$ cat config.mk
export PLATFORM = sky130hd
export DESIGN_NAME = i16_extend_flat
export DESIGN_NICKNAME = d
export VERILOG_FILES = /design/src/rtl/i16_extend_if.sv /design/src/rtl/i16_extend.sv /design/src/flat_wrapper.sv
export SDC_FILE = /design/constraint.sdc
export NUM_CORES = 1
export LEC_CHECK = 0
export BUFFER_PORTS_ARGS = -buffer_cell sky130_fd_sc_hd__buf_2
export CORE_ASPECT_RATIO = 1.25
export CORE_MARGIN = 1
export CORE_UTILIZATION = 51
export DETAILED_ROUTE_END_ITERATION = 8
export PLACE_DENSITY = 0.88
export SYNTH_ARGS = -nofsm -noshare
export SYNTH_HDL_FRONTEND = slang
export SYNTH_SLANG_ARGS = --single-unit
export TNS_END_PERCENT = 50
$ cat constraint.sdc
create_clock -name clk -period 1.9 [get_ports clk]
set_input_delay 0.095 -clock clk [delete_from_list [all_inputs] [get_ports clk]]
set_output_delay 0.095 -clock clk [all_outputs]
set_load 0.01 [all_outputs]
$ cat src/rtl/i16_extend_if.sv
// Valid/ready sample-entry bus: 16-bit samples in, accumulator-format words out.
interface i16_extend_if #(
  parameter int unsigned IN_W  = 16,
  parameter int unsigned OUT_W = 36
);
  logic             in_valid;
  logic             in_ready;
  logic [IN_W-1:0]  in_data;
  logic             out_valid;
  logic             out_ready;
  logic [OUT_W-1:0] out_data;

  // Stage side: consumes the input stream, produces the output stream.
  modport slave (
    input  in_valid, in_data, out_ready,
    output in_ready, out_valid, out_data
  );

  // Environment side: upstream source plus downstream sink.
  modport master (
    output in_valid, in_data, out_ready,
    input  in_ready, out_valid, out_data
  );
endinterface

$ cat src/rtl/i16_extend.sv
// Sample-entry stage: sign-extends Q1.15 samples into the accumulator format behind a 2-entry skid buffer.
// Optional rounding bias on bit FRAC_SHIFT-1 when I16_EXTEND_ROUND_BIAS_EN is defined.
module i16_extend #(
  parameter int unsigned IN_W       = 16,
  parameter int unsigned OUT_W      = 36,
  parameter int unsigned FRAC_SHIFT = 14,
  parameter int unsigned CNT_W      = 16
) (
  input  logic             clk,
  input  logic             rst_n,
  i16_extend_if.slave      bus,
  input  logic             flush_i,
  output logic [CNT_W-1:0] sample_cnt_o
);

  localparam int unsigned EXT_W = OUT_W - IN_W;

`ifdef I16_EXTEND_ROUND_BIAS_EN
  // Half-LSB of the 16-bit output grid so a downstream floor truncation rounds to nearest.
  localparam logic [OUT_W-1:0] BIAS = OUT_W'(1) << (FRAC_SHIFT - 1);
`else
  localparam logic [OUT_W-1:0] BIAS = '0;
`endif

  typedef enum logic [1:0] {
    EMPTY = 2'd0,
    ONE   = 2'd1,
    TWO   = 2'd2
  } state_e;

  state_e           state_q, state_d;
  logic [OUT_W-1:0] m_q, m_d;
  logic [OUT_W-1:0] s_q, s_d;
  logic             in_ready_q, in_ready_d;
  logic             out_valid_q, out_valid_d;
  logic [CNT_W-1:0] cnt_q, cnt_d;
  logic [OUT_W-1:0] conv_c;
  logic             in_fire_c;
  logic             out_fire_c;

  assign conv_c     = ({{EXT_W{bus.in_data[IN_W-1]}}, bus.in_data} << FRAC_SHIFT) | BIAS;
  assign in_fire_c  = bus.in_valid && in_ready_q;
  assign out_fire_c = out_valid_q && bus.out_ready;

  // Buffer occupancy transitions; flush overrides everything.
  always_comb begin
    state_d     = state_q;
    m_d         = m_q;
    s_d         = s_q;
    in_ready_d  = 1'b0;
    out_valid_d = 1'b0;
    cnt_d       = cnt_q + (out_fire_c ? CNT_W'(1) : CNT_W'(0));

    unique case (state_q)
      EMPTY: begin
        if (in_fire_c) begin
          m_d     = conv_c;
          state_d = ONE;
        end
      end
      ONE: begin
        if (in_fire_c && out_fire_c) begin
          m_d = conv_c;
        end else if (in_fire_c) begin
          s_d     = conv_c;
          state_d = TWO;
        end else if (out_fire_c) begin
          state_d = EMPTY;
        end
      end
      TWO: begin
        if (out_fire_c) begin
          m_d     = s_q;
          state_d = ONE;
        end
      end
      default: state_d = EMPTY;
    endcase

    if (flush_i) begin
      state_d = EMPTY;
    end

    in_ready_d  = (state_d != TWO);
    out_valid_d = (state_d != EMPTY);
  end

  always_ff @(posedge clk or negedge rst_n) begin
    if (!rst_n) begin
      state_q     <= EMPTY;
      m_q         <= '0;
      s_q         <= '0;
      in_ready_q  <= 1'b0;
      out_valid_q <= 1'b0;
      cnt_q       <= '0;
    end else begin
      state_q     <= state_d;
      m_q         <= m_d;
      s_q         <= s_d;
      in_ready_q  <= in_ready_d;
      out_valid_q <= out_valid_d;
      cnt_q       <= cnt_d;
    end
  end

  assign bus.in_ready  = in_ready_q;
  assign bus.out_valid = out_valid_q;
  assign bus.out_data  = m_q;
  assign sample_cnt_o  = cnt_q;

endmodule

$ cat src/flat_wrapper.sv
// flat-port wrapper written by rule: the top's interface ports become plain ports
module i16_extend_flat 
#(
  parameter int unsigned IN_W       = 16,
  parameter int unsigned OUT_W      = 36,
  parameter int unsigned FRAC_SHIFT = 14,
  parameter int unsigned CNT_W      = 16
)
  (clk, rst_n, flush_i, sample_cnt_o, bus_in_valid, bus_in_data, bus_out_ready, bus_in_ready, bus_out_valid, bus_out_data);
  i16_extend_if #(.IN_W(IN_W), .OUT_W(OUT_W)) bus_i ();
  input  logic clk;
  input  logic rst_n;
  input  logic flush_i;
  output logic [CNT_W-1:0] sample_cnt_o;
  input wire logic [$bits(bus_i.in_valid)-1:0] bus_in_valid;
  input wire logic [$bits(bus_i.in_data)-1:0] bus_in_data;
  input wire logic [$bits(bus_i.out_ready)-1:0] bus_out_ready;
  output wire logic [$bits(bus_i.in_ready)-1:0] bus_in_ready;
  output wire logic [$bits(bus_i.out_valid)-1:0] bus_out_valid;
  output wire logic [$bits(bus_i.out_data)-1:0] bus_out_data;
  assign bus_i.in_valid = bus_in_valid;
  assign bus_i.in_data = bus_in_data;
  assign bus_i.out_ready = bus_out_ready;
  assign bus_in_ready = bus_i.in_ready;
  assign bus_out_valid = bus_i.out_valid;
  assign bus_out_data = bus_i.out_data;
  i16_extend #(.IN_W(IN_W), .OUT_W(OUT_W), .FRAC_SHIFT(FRAC_SHIFT), .CNT_W(CNT_W)) u_core (.clk(clk), .rst_n(rst_n), .bus(bus_i), .flush_i(flush_i), .sample_cnt_o(sample_cnt_o));
endmodule
==> out/results.tsv <==
metric	value	unit
Synth Register Bits	52	
fin cells	303	
crit-path cells	nand2_1 > inv_1 > ha_1 > ha_1 > nand2_1 > nor2_2 > nand4_1 > xnor2_1	
root buffer cell	clkbuf_8	
worst path required time	2090	ps
CP Class	reg2reg	
Worst EP arrival	1900	ps
RSZ-0062 raised after global routing	false	
IO Port Bufs	60	
worst hold path type	in2reg	
Vias/cell	5.04	
diode count	0	
Hold Fails Final Rpt	0	
via count	1528	
die area	5080	sq um
Setup crit end kind	flip-flop	
antenna violations before repair	0	
most frequent cells in the layout	60 x buf_2, 52 x dfrtp_1, 40 x mux2_2	
pin count of the biggest net entering global routing	53	
Fillers	354	
Placer Congestion	0.737	
starting density of the core	54.4	%
H-tree levels	2	
critical path peak fanout	4	
Die Y	79.4	microns
Peak VDD IR	611	uV
MaxCap Viol Count	0	
post-synthesis average cell area	13.4	sq um
skew final	9.89	ps
leakage dissipation	0.00144	uW
final setup vio count	0	
Max Buffers Root-to-Sink	2	
Crit-path slowest cell	dfrtp_1	
Tcrit/Tclk final	89.9	%
synthesized instance count	183	
DRC Markers	0	
Min Hold Slack	29.8	ps
detailed placement HPWL	3110	microns
Buf+Inv Stages, Crit Path	1	
Syn Std Cell Area	2440	sq um
sum of negative setup slack	0	ps
max incr delay on CP	350	ps
fin crit period	1710	ps
YS warnings	0	
antenna-violating nets left	0	
final WL	4390	microns
share of cells above drive strength 1	50.2	%
width of the die	63.9	microns
Slew Viols, Final	0	
total grt overflow	0	
commonest non-fill, non-tap cell in the layout	buf_2	
core area	4490	sq um
Critical Path Start Type	flip-flop	
total CTS buffers	5	
routed len/inst	14.5	microns
power per cell area	1140	nW/um^2
worst-skew pair later-pin latency	300	ps
post-synthesis sequential area ratio	53.2	%
All-Layer GR Usage	18.8	%
initial DRC count	58	
post-synth cell types	25	
number of clock sinks	52	
I/O Pins	75	
nets@finish	267	
vias in the first global route	1606	
CTS tree	done	
Syn-to-layout area delta	16.7	%
run status	finished clean	
first-pass GRT wire length	7250	microns
DP Cell Count	293	
Max Clk Rate	0.586	GHz
row count	27	
Post-CTS Setup Bufs	0	
1st-pass router iterations	4	
Crit path max-delay family	simple AND/OR/NAND/NOR gates	
CTS clk-pin slew, worst paths	90	ps
## metal layers
layer	wire (microns)	share of wire [%]	vias up	GRT usage, %
met5	0	0	-	0
met4	54	1.2	0	8.86
met3	198	4.5	7	3.57
met2	2420	55	53	34.4
met1	1710	39	754	20.9
li1	-	-	714	-
## where the power goes
group | switching [uW] | leakage, uW | internal [uW]
registers | 207 | 0.000642 | 1420
clock network | 344 | 0.0000552 | 391
logic | 384 | 0.000742 | 500
## worst reg2reg max path: stages (launching register included)
cell and delay, ps:
dfrtp_1 350, nand2_1 110, inv_1 150, ha_1 200
ha_1 220, nand2_1 110, nor2_2 170, nand4_1 140
xnor2_1 150
## state kept, by name, indices dropped and copies added (netlist names)
register,count
u_core.bus.out_valid,1
u_core.s_q,16
u_core.bus.out_data,16
u_core.bus.in_ready,1
u_core.sample_cnt_o,16
u_core.state_q,2
## final cells by class
type / instances / area [sq um] / area share (%)
multi-input combinational: 116 / 981 / 34.4
clock buffer: 6 / 72.6 / 2.54
tap: 58 / 72.6 / 2.54
sequential: 52 / 1300 / 45.6
clock inverter: 2 / 35.0 / 1.23
timing repair buffer: 67 / 383 / 13.4
inverter: 2 / 7.51 / 0.263
## Yosys cell counts (all sizes together)
| master | n | area (sq um) |
|---|---|---|
| o21ai | 1 | 8.76 |
| a21oi | 4 | 31.3 |
| a31oi | 1 | 6.26 |
| a221oi | 1 | 8.76 |
| a221o | 1 | 10.0 |
| a21o | 1 | 7.51 |
| mux2 | 48 | 571 |
| or3 | 1 | 6.26 |
| conb | 1 | 3.75 |
| dfrtp | 52 | 1300 |
| ha | 2 | 25.0 |
| nand3 | 5 | 25.0 |
| inv | 2 | 7.51 |
| xnor2 | 8 | 70.1 |
| and3 | 1 | 6.26 |
| nand4 | 4 | 25.0 |
| xor2 | 6 | 52.6 |
| nor2 | 5 | 18.8 |
| nor3 | 2 | 10.0 |
| buf | 26 | 206 |
| nand2 | 10 | 37.5 |
| nand2b | 1 | 6.26 |
## timing repair
| item | in CTS | in global routing |
|---|---|---|
| hold endpoints to repair | 55 | 0 |
| gates resized for setup | 0 | 1 |
| hold buffers | 2 | 0 |
| endpoints found under the setup margin | 0 | 2 |
## metrics by stage
step	utilization [%]	power, uW	instance area (sq um)	setup slack (ps)
3_5_place_dp	60.6	2530	2720	142
2_1_floorplan	-	2240	2490	264
5_1_grt	63.5	3440	2850	8.14
3_3_place_gp	60.6	2470	2720	239
6_report	63.5	3250	2850	192
4_1_cts	63.4	3290	2850	106
## kinds of logic after synthesis
group	Yosys count	synth area share (%)
AOI/OAI and AO/OA	9	2.97
xor gates and xnor gates	14	5.02
adders and majority gates	2	1.02
buffers and inverters	28	8.75
DFF	52	53.2
muxes	48	23.3
other	1	0.153
and+or+nand+nor	29	5.53
## final timing paths
| path | to | depth (start not counted) | slack, ps | start |
|---|---|---|---|---|
| min in group asynchronous | u_core.sample_cnt_o[1] | 3 | 310 | rst_n |
| hold reg to reg | u_core.sample_cnt_o[15] | 1 | 480 | u_core.sample_cnt_o[15] |
| setup / recovery | u_core.sample_cnt_o[10] | 8 | 190 | u_core.bus.out_valid |
| hold / removal | u_core.s_q[25] | 2 | 30 | bus_in_data[11] |
| setup reg to reg | u_core.sample_cnt_o[10] | 8 | 190 | u_core.bus.out_valid |
| max in group asynchronous | u_core.s_q[16] | 3 | 1340 | rst_n |
Power figures use the tool's default switching activity.
